[config.mk]
export PLATFORM = sky130hd
export DESIGN_NAME = rs232_cmd_ctrl_flat
export DESIGN_NICKNAME = d
export VERILOG_FILES = /design/src/rtl/rs232_cmd_ctrl_if.sv /design/src/rtl/rs232_cmd_ctrl.sv /design/src/flat_wrapper.sv
export SDC_FILE = /design/constraint.sdc
export NUM_CORES = 1
export LEC_CHECK = 0
export ABC_AREA = 0
export CORE_ASPECT_RATIO = 2
export CORE_MARGIN = 1
export CORE_UTILIZATION = 45
export DETAILED_ROUTE_END_ITERATION = 6
export PLACE_DENSITY = 0.75
export SLEW_MARGIN = 40
export SYNTH_ARGS = -nofsm -noshare
export SYNTH_HDL_FRONTEND = slang
export SYNTH_SLANG_ARGS = --single-unit
[constraint.sdc]
create_clock -name clk -period 2 [get_ports clk]
set_clock_uncertainty 0.05 [all_clocks]
set_input_delay 0.6 -clock clk [delete_from_list [all_inputs] [get_ports clk]]
set_output_delay 0.6 -clock clk [all_outputs]
set_load 0.05 [all_outputs]
[src/rtl/rs232_cmd_ctrl_if.sv]
// Byte-stream, memory and transmitter handshake bundle for the RS232 command controller.
// master = controller side, slave = receiver/memory/transmitter side.
interface rs232_cmd_ctrl_if;
    logic [7:0] rx_data;
    logic       rx_valid;
    logic       rx_perr;
    logic [7:0] mem_addr;
    logic [7:0] mem_wdata;
    logic       mem_we;
    logic       mem_re;
    logic [7:0] mem_rdata;
    logic [7:0] tx_data;
    logic       tx_start;
    logic       tx_busy;

    modport master (
        input  rx_data, rx_valid, rx_perr, mem_rdata, tx_busy,
        output mem_addr, mem_wdata, mem_we, mem_re, tx_data, tx_start
    );

    modport slave (
        output rx_data, rx_valid, rx_perr, mem_rdata, tx_busy,
        input  mem_addr, mem_wdata, mem_we, mem_re, tx_data, tx_start
    );
endinterface

[src/rtl/rs232_cmd_ctrl.sv]
// RS232 command decoder: WRITE / READ / ERASE / PROT commands from received bytes,
// driving a byte-wide memory and the transmitter, with write protection and inter-byte timeout.
module rs232_cmd_ctrl #(
    parameter int unsigned RS232_RATIO   = 1736,
    parameter int unsigned TIMEOUT_BYTES = 4
) (
    input  logic             clk,
    input  logic             rst,
    rs232_cmd_ctrl_if.master bus,
    output logic             end_of_erase,
    output logic             prot,
    output logic             err,
    output logic [1:0]       err_code,
    output logic             busy
);
    localparam logic [25:0] TMO_LIMIT = 26'(RS232_RATIO * 11 * TIMEOUT_BYTES);

    localparam logic [7:0] OP_WRITE  = 8'hC0;
    localparam logic [7:0] OP_READ   = 8'h80;
    localparam logic [7:0] OP_ERASE  = 8'h40;
    localparam logic [7:0] OP_PROT   = 8'h05;
    localparam logic [7:0] ERASE_KEY_VAL = 8'h5A;

    localparam logic [1:0] ERR_PARITY = 2'b01;
    localparam logic [1:0] ERR_PROT   = 2'b10;
    localparam logic [1:0] ERR_OPCODE = 2'b11;

    typedef enum logic [3:0] {
        IDLE, GET_ADDR, GET_DATA, MEM_WR, MEM_RD, RD_WAIT, TX_REQ,
        ERASE_KEY, ERASE_FILL, ERASE_RUN, PROT_K1, PROT_K2
    } state_t;

    state_t      state, state_nxt;
    logic [7:0]  addr_q, data_q, tx_q;
    logic        is_rd;
    logic [25:0] tmo_cnt;
    logic        waiting, tmo_hit;

    logic       err_set, tx_start_set, eoe_set;
    logic [1:0] err_code_set;
    logic       rd_ld, rd_val, addr_ld, addr_clr, addr_inc, data_ld, tx_ld;
    logic       prot_set, prot_clr;

    assign waiting = state inside {GET_ADDR, GET_DATA, ERASE_KEY, ERASE_FILL, PROT_K1, PROT_K2};
    assign tmo_hit = (tmo_cnt == TMO_LIMIT);

    always_ff @(posedge clk or negedge rst) begin
        if (!rst) state <= IDLE;
        else      state <= state_nxt;
    end

    always_comb begin
        state_nxt    = state;
        err_set      = 1'b0;
        err_code_set = 2'b00;
        tx_start_set = 1'b0;
        eoe_set      = 1'b0;
        rd_ld        = 1'b0;
        rd_val       = 1'b0;
        addr_ld      = 1'b0;
        addr_clr     = 1'b0;
        addr_inc     = 1'b0;
        data_ld      = 1'b0;
        tx_ld        = 1'b0;
        prot_set     = 1'b0;
        prot_clr     = 1'b0;

        // A parity error in any byte-receiving state aborts whatever was collected so far.
        if ((waiting || state == IDLE) && bus.rx_valid && bus.rx_perr) begin
            err_set      = 1'b1;
            err_code_set = ERR_PARITY;
            state_nxt    = IDLE;
        end else begin
            case (state)
                IDLE: if (bus.rx_valid) begin
                    case (bus.rx_data)
                        OP_WRITE: begin state_nxt = GET_ADDR; rd_ld = 1'b1; rd_val = 1'b0; end
                        OP_READ:  begin state_nxt = GET_ADDR; rd_ld = 1'b1; rd_val = 1'b1; end
                        OP_ERASE: state_nxt = ERASE_KEY;
                        OP_PROT:  state_nxt = PROT_K1;
                        default: begin err_set = 1'b1; err_code_set = ERR_OPCODE; end
                    endcase
                end
                GET_ADDR: if (bus.rx_valid) begin
                    addr_ld   = 1'b1;
                    state_nxt = is_rd ? MEM_RD : GET_DATA;
                end else if (tmo_hit) begin
                    state_nxt = IDLE;
                end
                GET_DATA: if (bus.rx_valid) begin
                    if (prot) begin
                        err_set = 1'b1; err_code_set = ERR_PROT; state_nxt = IDLE;
                    end else begin
                        data_ld = 1'b1; state_nxt = MEM_WR;
                    end
                end else if (tmo_hit) begin
                    state_nxt = IDLE;
                end
                MEM_WR:  state_nxt = IDLE;
                MEM_RD:  state_nxt = RD_WAIT;
                RD_WAIT: begin tx_ld = 1'b1; state_nxt = TX_REQ; end
                TX_REQ: if (!bus.tx_busy) begin
                    tx_start_set = 1'b1; state_nxt = IDLE;
                end
                ERASE_KEY: if (bus.rx_valid) begin
                    if (bus.rx_data == ERASE_KEY_VAL) state_nxt = ERASE_FILL;
                    else begin err_set = 1'b1; err_code_set = ERR_OPCODE; state_nxt = IDLE; end
                end else if (tmo_hit) begin
                    state_nxt = IDLE;
                end
                ERASE_FILL: if (bus.rx_valid) begin
                    if (prot) begin
                        err_set = 1'b1; err_code_set = ERR_PROT; state_nxt = IDLE;
                    end else begin
                        data_ld = 1'b1; addr_clr = 1'b1; state_nxt = ERASE_RUN;
                    end
                end else if (tmo_hit) begin
                    state_nxt = IDLE;
                end
                ERASE_RUN: begin
                    addr_inc = 1'b1;
                    if (addr_q == 8'hFF) begin eoe_set = 1'b1; state_nxt = IDLE; end
                end
                PROT_K1: if (bus.rx_valid) begin
                    data_ld = 1'b1; state_nxt = PROT_K2;
                end else if (tmo_hit) begin
                    state_nxt = IDLE;
                end
                PROT_K2: if (bus.rx_valid) begin
                    state_nxt = IDLE;
                    if (data_q == 8'h34 && bus.rx_data == 8'h78)      prot_clr = 1'b1;
                    else if (data_q == 8'h12 && bus.rx_data == 8'h56) prot_set = 1'b1;
                    else begin err_set = 1'b1; err_code_set = ERR_OPCODE; end
                end else if (tmo_hit) begin
                    state_nxt = IDLE;
                end
                default: state_nxt = IDLE;
            endcase
        end
    end

    // Timeout runs only while waiting for a command byte; any received byte restarts it.
    always_ff @(posedge clk or negedge rst) begin
        if (!rst)                          tmo_cnt <= '0;
        else if (!waiting || bus.rx_valid) tmo_cnt <= '0;
        else                               tmo_cnt <= tmo_cnt + 26'd1;
    end

    always_ff @(posedge clk or negedge rst) begin
        if (!rst) begin
            addr_q       <= '0;
            data_q       <= '0;
            tx_q         <= '0;
            is_rd        <= 1'b0;
            prot         <= 1'b1;
            err          <= 1'b0;
            err_code     <= 2'b00;
            end_of_erase <= 1'b0;
            bus.tx_start <= 1'b0;
        end else begin
            err          <= err_set;
            end_of_erase <= eoe_set;
            bus.tx_start <= tx_start_set;
            if (err_set)  err_code <= err_code_set;
            if (rd_ld)    is_rd    <= rd_val;
            if (data_ld)  data_q   <= bus.rx_data;
            if (tx_ld)    tx_q     <= bus.mem_rdata;
            if (prot_set) prot     <= 1'b1;
            if (prot_clr) prot     <= 1'b0;
            if (addr_clr)      addr_q <= '0;
            else if (addr_ld)  addr_q <= bus.rx_data;
            else if (addr_inc) addr_q <= addr_q + 8'd1;
        end
    end

    assign bus.mem_addr  = addr_q;
    assign bus.mem_wdata = data_q;
    assign bus.tx_data   = tx_q;
    assign bus.mem_we    = (state == MEM_WR) || (state == ERASE_RUN);
    assign bus.mem_re    = (state == MEM_RD);
    assign busy          = (state != IDLE);
endmodule

[src/flat_wrapper.sv]
// flat-port wrapper written by rule: the top's interface ports become plain ports
module rs232_cmd_ctrl_flat 
#(
    parameter int unsigned RS232_RATIO   = 1736,
    parameter int unsigned TIMEOUT_BYTES = 4
)
  (clk, rst, end_of_erase, prot, err, err_code, busy, bus_rx_data, bus_rx_valid, bus_rx_perr, bus_mem_rdata, bus_tx_busy, bus_mem_addr, bus_mem_wdata, bus_mem_we, bus_mem_re, bus_tx_data, bus_tx_start);
  rs232_cmd_ctrl_if bus_i ();
  input  logic clk;
  input  logic rst;
  output logic end_of_erase;
  output logic prot;
  output logic err;
  output logic [1:0] err_code;
  output logic busy;
  input wire logic [$bits(bus_i.rx_data)-1:0] bus_rx_data;
  input wire logic [$bits(bus_i.rx_valid)-1:0] bus_rx_valid;
  input wire logic [$bits(bus_i.rx_perr)-1:0] bus_rx_perr;
  input wire logic [$bits(bus_i.mem_rdata)-1:0] bus_mem_rdata;
  input wire logic [$bits(bus_i.tx_busy)-1:0] bus_tx_busy;
  output wire logic [$bits(bus_i.mem_addr)-1:0] bus_mem_addr;
  output wire logic [$bits(bus_i.mem_wdata)-1:0] bus_mem_wdata;
  output wire logic [$bits(bus_i.mem_we)-1:0] bus_mem_we;
  output wire logic [$bits(bus_i.mem_re)-1:0] bus_mem_re;
  output wire logic [$bits(bus_i.tx_data)-1:0] bus_tx_data;
  output wire logic [$bits(bus_i.tx_start)-1:0] bus_tx_start;
  assign bus_i.rx_data = bus_rx_data;
  assign bus_i.rx_valid = bus_rx_valid;
  assign bus_i.rx_perr = bus_rx_perr;
  assign bus_i.mem_rdata = bus_mem_rdata;
  assign bus_i.tx_busy = bus_tx_busy;
  assign bus_mem_addr = bus_i.mem_addr;
  assign bus_mem_wdata = bus_i.mem_wdata;
  assign bus_mem_we = bus_i.mem_we;
  assign bus_mem_re = bus_i.mem_re;
  assign bus_tx_data = bus_i.tx_data;
  assign bus_tx_start = bus_i.tx_start;
  rs232_cmd_ctrl #(.RS232_RATIO(RS232_RATIO), .TIMEOUT_BYTES(TIMEOUT_BYTES)) u_core (.clk(clk), .rst(rst), .bus(bus_i), .end_of_erase(end_of_erase), .prot(prot), .err(err), .err_code(err_code), .busy(busy));
endmodule
==> results.ini <==
[worst_setup_path]
slowest_stage=dfrtp_2
cp_top_family=flip-flops
cp_cell_sequence=buf_12 -> nor4_4 -> inv_2 -> buf_12
crit_top_cell=buf_12
crit_required_ns=1.35
critical_path_arrival_ns=1.56
worst-path-stages=4
worstPathMaxFanout=4
endpoint_kind=output pin
critPathBufInv=3
crit_type=register to output pin
start_kind=register
crit_path_max_incr_delay_ns=0.43
rr_worst_depth=9

[floorplanning]
die_area_um2=8670
fp.dieW_um=66.3
die_h_um=131
start_util_pct=46.6
rows=46
core-area_um2=8000
io_pins=54

[route]
vias=4182
avgRoutedWirePerCell_um=22.5
drt_iter0_markers=407
routed_wl_um=15100
drc_errors=0
firstDrtPassIters=5
drt-vias-per-instance=6.26
postRouteAntennaNets=0

[global_route]
grt_max_degree=62
first_global_vias=4154
antenna_found_initial=0
overflow=0
grt_usage_pct=34.6
grt_pass1_wl_um=21700

[place]
dpl.hpwl_um=9010
place.gp.congestion=0.980
io_buffers=53

[clock_network]
clkLatencyLatePin_ns=0.34
cts_root_buf=clkbuf_16
clock_sinks=61
clk_pin_slew_ns=0.06
holdBufCountCts=0
numCtsBuffers=9
cts_tree=done
htreeDepth=3
clk_path_buf_depth=2

[sta]
clock.fmax_mhz=453
worst_slack_ns=-0.207
min_period_ns=2.21
hold_viol=0
final_max_slew_viol_count=0
tightest_slew_ns=0.567
period_share_pct=110
rsz0062_at_grt=true
slew_headroom_pct=61.9
setup_tns_ns=-2.24
setup_viol=23

[yosys]
synth.distinct_cells=72
syn_area_per_cell_um2=9.31
synth_simple_gate_area_share_pct=26.0
ys_warn_count=0
synth_xor_xnor_area_share_pct=6.35
syn_area_um2=3720
synth_edf_count=0
syn_nets=424
ys_seq_area_share_pct=41.0
synthMuxAreaShare_pct=6.21
synthCells=400
async_flop_share_pct=100
synth_compound_area_share_pct=15.6
synthAdderAreaFrac_pct=1.01
ys.flop_type=dfrtp_1
synth_top_family_by_area=simple AND/OR/NAND/NOR gates
ys_ff_latch=61

[final_layout]
layout-drive-gt1-share_pct=46.5
antenna_cells=0
mostFrequentLayoutCells=buf_4 (126), dfrtp_1 (56), nor2_1 (33)
syn_to_final_growth_pct=61.8
layout_commonest_cell=buf_4
nets=592

[power_and_ir_drop]
ir_drop_v=0.000584
power.density_nw_per_um2=750
power_w=0.00452
power.leakage_nw=2.63

[run_status]
violations=negative setup slack
status=complete, but fails checks

[worst_hold_path]
hold_class=input pin to async pin

[run]
maxCapViolCount=0

## metal layers
layer  wire (µm)  track usage, %
met5           0               0
met3        1030            9.64
met1        4710            32.7
met2        8040            60.8
met4        1270            27.5
## synth_stat cells, types with 2 or more instances
cell | instances | area share [%]
a22oi_1 | 3 | 0.60
and3_1 | 8 | 1.3
nor2b_1 | 4 | 0.67
dfrtp_1 | 60 | 40
a21oi_1 | 15 | 2.0
or3_1 | 3 | 0.50
o21ai_0 | 12 | 1.6
a32oi_1 | 2 | 0.47
mux2_2 | 9 | 2.7
clkbuf_1 | 10 | 1.0
nor4b_1 | 2 | 0.47
nor4_1 | 13 | 2.2
mux2_4 | 8 | 3.2
o211ai_1 | 3 | 0.60
xor2_1 | 15 | 3.5
nand2b_1 | 7 | 1.2
ha_1 | 3 | 1.0
and2_1 | 2 | 0.34
xnor2_1 | 12 | 2.8
inv_1 | 13 | 1.3
and4_1 | 3 | 0.71
nor3_1 | 7 | 0.94
nor4bb_1 | 3 | 0.81
a2111oi_0 | 2 | 0.47
nand4_1 | 10 | 1.7
a41oi_1 | 2 | 0.47
nand2_1 | 34 | 3.4
nor2_1 | 39 | 3.9
o31ai_1 | 10 | 2.0
or4_1 | 4 | 0.81
a31o_2 | 3 | 0.71
nand3_1 | 23 | 3.1
buf_2 | 8 | 1.1
and3b_1 | 2 | 0.47
a31oi_1 | 3 | 0.50
a211o_1 | 2 | 0.47
nand3b_1 | 2 | 0.40
or2_2 | 5 | 0.84
## stage by stage
step	setup WS, ns	hold WS (ns)	cells	area [µm²]	util [%]
after global placement	-0.505	0.443	621	5060	63.2
after global routing	-0.296	0.232	668	6030	75.4
after detailed placement	-0.589	0.450	621	5060	63.2
final	-0.207	0.223	668	6030	75.4
after CTS	-0.107	0.232	653	5710	71.3
after floorplan	-0.0588	0.254	400	3760	-
## registers in the layout (all words and copies together) (netlist names)
signal / cells
u_core.bus.mem_addr: 8
u_core.bus.mem_wdata: 8
u_core.bus.tx_data: 8
u_core.bus.tx_start: 1
u_core.end_of_erase: 1
u_core.err: 1
u_core.err_code: 2
u_core.is_rd: 1
u_core.prot: 1
u_core.state: 4
u_core.tmo_cnt: 26
## cells by family after synthesis
logic type               count (synthesis)
XOR/XNOR                                27
flip-flops                              61
buffers and inverters                   33
adder cells (fa/ha/maj)                  3
AO/OA/AOI/OAI                           78
multiplexers                            18
AND/OR/NAND/NOR                        180
## cell type report
| type | count | area (µm²) |
|---|---|---|
| Clock buffer | 13 | 250 |
| Clock inverter | 2 | 35.0 |
| Fill cell | 510 | 1970 |
| Inverter | 13 | 48.8 |
| Multi-Input combinational cell | 306 | 2460 |
| Sequential cell | 61 | 1530 |
| Tap cell | 96 | 120 |
| Timing Repair Buffer | 177 | 1580 |
## power by group
part,total [W],leakage [nW],switching [W],internal [W]
Clock,0.00154,0.140,0.000550,0.000990
Combinational,0.00137,1.69,0.000824,0.000547
Sequential,0.00161,0.809,0.000221,0.00139
## worst reg2reg max path: cells and delay by family (launching register included)
kind            cells  cell delay (ns)
buf+inv             4             0.64
simple gates        2             0.22
flops               1             0.40
compound gates      3             0.73
## worst paths after layout
check | startpoint | endpoint | slack (ns)
max reg2reg | u_core.state[2]$_DFFE_PN0P_ | u_core.bus.mem_addr[3]$_DFFE_PN0P_ | -0.18
min | rst | u_core.is_rd$_DFFE_PN0P_ | 0.22
max | u_core.state[1]$_DFFE_PN0P_ | busy | -0.21
max in group asynchronous | rst | u_core.prot$_DFFE_PN1P_ | 1.35
min in group clk | u_core.bus.tx_data[1]$_DFFE_PN0P_ | u_core.bus.tx_data[1]$_DFFE_PN0P_ | 0.46
min reg2reg | u_core.bus.tx_data[1]$_DFFE_PN0P_ | u_core.bus.tx_data[1]$_DFFE_PN0P_ | 0.46
## what timing repair did
action                     4_1_cts  5_1_grt
hold endpoints to repair         0        0
setup endpoints to repair       47       46
buffers inserted                18       15
pin swaps                       21       20
resized for setup               61       48
gates cloned                     0        1
(Power assumes the default switching activity.)
==> variant 1 (same settings) <==
`RS232_RATIO` is set to 1736 in 2 places; all go to 1302.
--- a/src/rtl/rs232_cmd_ctrl.sv
+++ b/src/rtl/rs232_cmd_ctrl.sv
@@ -3,3 +3,3 @@
 module rs232_cmd_ctrl #(
-    parameter int unsigned RS232_RATIO   = 1736,
+    parameter int unsigned RS232_RATIO   = 1302,
     parameter int unsigned TIMEOUT_BYTES = 4
--- a/src/flat_wrapper.sv
+++ b/src/flat_wrapper.sv
@@ -3,3 +3,3 @@
 #(
-    parameter int unsigned RS232_RATIO   = 1736,
+    parameter int unsigned RS232_RATIO   = 1302,
     parameter int unsigned TIMEOUT_BYTES = 4
Check against the original RTL: same outputs for any inputs over 4 cycles, from zero or initial values and one cycle with rst low; that may be too few to reach the edited logic, so the function may still have changed.
==> variant 1 against the original RTL <==
The flow still finishes with violations (negative setup slack); worst setup slack gained 0.047 ns; design area shrank 10%; sequential cell count is the same; first-iteration DRC count shrank 36%; area after synthesis shrank 3.6%; synthesized cell count shrank 6.8%; routed wire length shrank 26%.
Power is not compared: it rests on default switching activity, and its combinational part moved more than twofold at a synthesized area within 25%.
==> variant 1: results (changes against the original RTL) <==
first-pass GRT wire length 17.6 mm (-19%); Synth Area in Compound Gates 0.150 (-0.00598); Post-Synthesis Net Count 397 (-6.4%); Static Leakage 2.45 nW; setup TNS after final layout -0.867 ns (+1.37 ns); leading cell types by count after synthesis dfrtp_1 (60), nor2_1 (43), nand2_1 (30), xor2_1 (17), mux2_2 (16); GP Congestion 0.944 (-3.7%); reg-to-reg setup timing slack -0.12 ns (+0.06 ns); outcome complete, but fails checks; Iteration-0 DRC Markers 260 (-36%); Syn Area/Cell 9.62 um^2 (+3.3%); flip-flop count of the largest register after layout 26 (unchanged); gr usage total 0.283 (-0.0637); count of cells resized by post-cts repair 40 (-34%); mux contribution to synthesized area 0.0533 (-0.00881); met1 global-route usage 0.282 (-0.0448); synthesized-area fraction occupied by adder cells 0.0105 (+0.000379); detailed-routed wire length on met3 388 um (-62%); pin count of the biggest net entering global routing 36 (-42%); fin worst setup slack -0.160 ns (+0.0474 ns); detailed placement HPWL 7.81 mm (-13%); Post-layout nets 526 (-11%); maximum ir drop on the vdd rail 0.680 mV; length of routed met2 wiring 6.39 mm (-21%); cell count after placement 570 (-8.2%); total setup buffers inserted after CTS 8 (-10); setup slack at placement -0.652 ns (-0.0632 ns); xor-xnor portion of the synthesized cell area 0.0561 (-0.00737); Setup Viol. Count Final 16 (-30%); violated checks negative setup slack; wire per inst 18.6 um (-18%); biggest area contributors in the synthesized netlist dfrtp_1 (42%), mux2_2 (5.0%), nor2_1 (4.5%); share of post-route cells with drive strength above 1 0.404 (-0.0607); wire length the detailed router placed on met1 3.83 mm (-19%); drt total wl 11.2 mm (-26%); Post-DP Area 4650 um^2 (-8.1%); critical path peak fanout 5 (+1); post-synthesis sequential area ratio 0.426 (+0.0154); met3 track utilization from global routing 0.0472 (-0.0492); Pre-Repair DR Iteration Count 7 (+2); post-synthesis cell type count 78 (+8.3%); area share of the largest cell type after synthesis 0.418 (+0.0152); Critical Path AT 1.51 ns (-0.05 ns); Via-to-Cell Ratio 5.80 (-7.4%); switching fraction of total power 0.398; via count of the first global-routing pass 3,645 (-12%); count of buffers inserted at the top-level ports 53 (unchanged); worst hold-check slack 0.211 ns (-0.0115 ns); Slew Limit Headroom 0.692 (+0.0724); met2 layer usage reported by global route 0.518 (-0.0903)
-- variant 1: cell count changes after synthesis, moves of 7 or more --
| cell | unedited run | this run |
|---|---|---|
| nor4_1 | 13 | 2 |
| mux2_2 | 9 | 16 |
| nand3_1 | 23 | 13 |
| o21ai_1 | 0 | 8 |
| mux2_4 | 8 | 0 |
| o31ai_1 | 10 | 1 |
-- variant 1: path summary, 6_finish.rpt --
kind | cells past startpoint | endpoint | startpoint
setup / recovery | 4 | busy | u_core.state[0]
hold / removal | 2 | u_core.bus.tx_start | rst
setup reg to reg | 10 | u_core.state[2] | u_core.state[0]
hold reg to reg | 1 | u_core.err_code[0] | u_core.err_code[0]
max in group asynchronous | 2 | u_core.prot | rst
min in group clk | 1 | u_core.err_code[0] | u_core.err_code[0]
-- variant 1: area by class of cell --
cell class | instances | area (um^2)
clock buffer | 9 | 225
clock inverter | 7 | 121
fill | 575 | 2260
inverter | 11 | 41.3
multi-input combinational | 283 | 2110
sequential | 61 | 1530
tap | 94 | 118
timing repair buffer | 136 | 1250
==> variant 2 (same flow settings) <==
Made on the original files. Reset style: synchronous (`rst`), changed in 3 clocked blocks.
--- a/src/rtl/rs232_cmd_ctrl.sv
+++ b/src/rtl/rs232_cmd_ctrl.sv
@@ -46,3 +46,3 @@
 
-    always_ff @(posedge clk or negedge rst) begin
+    always_ff @(posedge clk) begin
         if (!rst) state <= IDLE;
@@ -142,3 +142,3 @@
     // Timeout runs only while waiting for a command byte; any received byte restarts it.
-    always_ff @(posedge clk or negedge rst) begin
+    always_ff @(posedge clk) begin
         if (!rst)                          tmo_cnt <= '0;
@@ -148,3 +148,3 @@
 
-    always_ff @(posedge clk or negedge rst) begin
+    always_ff @(posedge clk) begin
         if (!rst) begin
Check against the original RTL: differs if rst is asserted again (counterexample within 4 cycles, from zero or initial values and one cycle with rst low); with rst held inactive, the same outputs for 4 cycles.
==> variant 2 against the original RTL <==
The flow still finishes with violations (negative setup slack); sequential cell count is the same; utilization shrank 3.5 points; critical endpoint is now u_core.state[0]; area after synthesis shrank 15%; worst setup slack gained 0.038 ns; routed wire length shrank 25%; first-iteration DRC count shrank 23%; design area shrank 20%; via count shrank 13%; hold slack gained 0.18 ns.
Power is not compared: it rests on default switching activity, and its combinational part moved more than twofold at a synthesized area within 25%.
==> variant 2: results (changes against the original RTL) <==
outcome complete, but fails checks; violated checks negative setup slack; slew at the pin with the worst max-slew slack 0.615 ns (+0.0488 ns); Post-Synthesis Net Count 438 (+3.3%); share of post-route cells with drive strength above 1 0.287 (-0.178); detailed placement HPWL 8.22 mm (-8.7%); Via-to-Cell Ratio 5.80 (-7.3%); reg2reg end u_core.state[3]; synthesized-area fraction occupied by adder cells 0.0119 (+0.00185); post-synthesis sequential area ratio 0.388 (-0.0222); Primary FF master, synth dfxtp_1; number of ordinary inverters in the final layout 12 (-1); biggest area contributors in the synthesized netlist dfxtp_1 (39%), nand2_1 (6.8%), nor2_1 (6.7%); sequential cell area in the final layout 1230 um^2 (-20%); fill cell count 543 (+6.5%); gr usage total 0.336 (-0.0109); share of flip-flops with an asynchronous set or reset after synthesis 0 (-1.00); worst hold-check slack 0.408 ns (+0.185 ns); Final Non-Filler Cells 625 (-6.4%); origin of the critical flop-to-flop path u_core.state[1]; layout-stage area growth over the synthesis result 52.3%; leading cell types by count after synthesis dfxtp_1 (61), nand2_1 (57), nor2_1 (56), a21oi_1 (29), o21ai_0 (28); Hold Path Class reg -> reg; cell count after placement 597 (-3.9%); slowest CP cell or4_4; post-synthesis cell type count 48 (-33%); Post-DP Area 4240 um^2 (-16%); Synth Area in Compound Gates 0.169 (+0.0135); fin worst setup slack -0.169 ns (+0.0383 ns); first-pass GRT wire length 17.7 mm (-18%); number of cells on the worst reg-to-reg path 8 (-1); setup slack at placement -0.810 ns (-0.221 ns); critical path peak fanout 2 (-2); worst setup path startpoint bus_rx_data[2]; setup TNS after final layout -0.832 ns (+1.41 ns); family with the most delay on the worst path simple AND/OR/NAND/NOR gates; Syn Area/Cell 7.60 um^2 (-18%); Iteration-0 DRC Markers 315 (-23%); buffering overhead 0.240 (-0.0228); clk_buf instances 10 (-3); multi-input gates 324 (+5.9%); Critical Path AT 2.37 ns (+0.81 ns); GP Congestion 0.968 (-1.3%); share of the core filled with cells 0.718 (-0.0351); Setup Viol. Count Final 9 (-61%); worst setup path endpoint u_core.state[0]; mux contribution to synthesized area 0.00318 (-0.0590); count of plain and timing-repair buffers 124 (-30%); xor-xnor portion of the synthesized cell area 0.0668 (+0.00329); Post-layout nets 556 (-6.1%); pin count of the biggest net entering global routing 27 (-56%); multi-input gate area in the final layout 1960 um^2 (-20%); reg-to-reg setup timing slack 0.05 ns (+0.23 ns); clock network area share 0.0629 (+0.0156)
variant 2: cell types whose count changed in the layout (fill, tap and decap cells not counted), sizes merged, moves of 8 or more:
cell,unedited run,this run
a21oi,15,29
buf,158,106
dfrtp,60,0
dfxtp,0,61
mux2,17,0
nand2,34,57
nor2,39,56
nor4,13,5
o21ai,12,28
o31ai,10,1
variant 2: timing repair:
action / CTS / global route
cloned: 1 / 0
endpoints found under the setup margin: 15 / 12
hold buffers: 0 / 0
pin swaps: 16 / 9
buffers inserted: 5 / 6
resized for setup: 46 / 16
variant 2: power by group:
part,leakage (nW),total [mW],internal [mW],switching [mW]
clock network,0.140,1.55,0.992,0.559
logic,1.22,0.207,0.0954,0.111
registers,0.494,1.22,1.22,0.00366
total,1.85,2.98,2.31,0.674
variant 2: per-layer routing:
metal / global-route usage / wire length [um]
met5: 0 / 0
met4: 0.239 / 707
met3: 0.0984 / 624
met2: 0.573 / 6120
met1: 0.323 / 3860
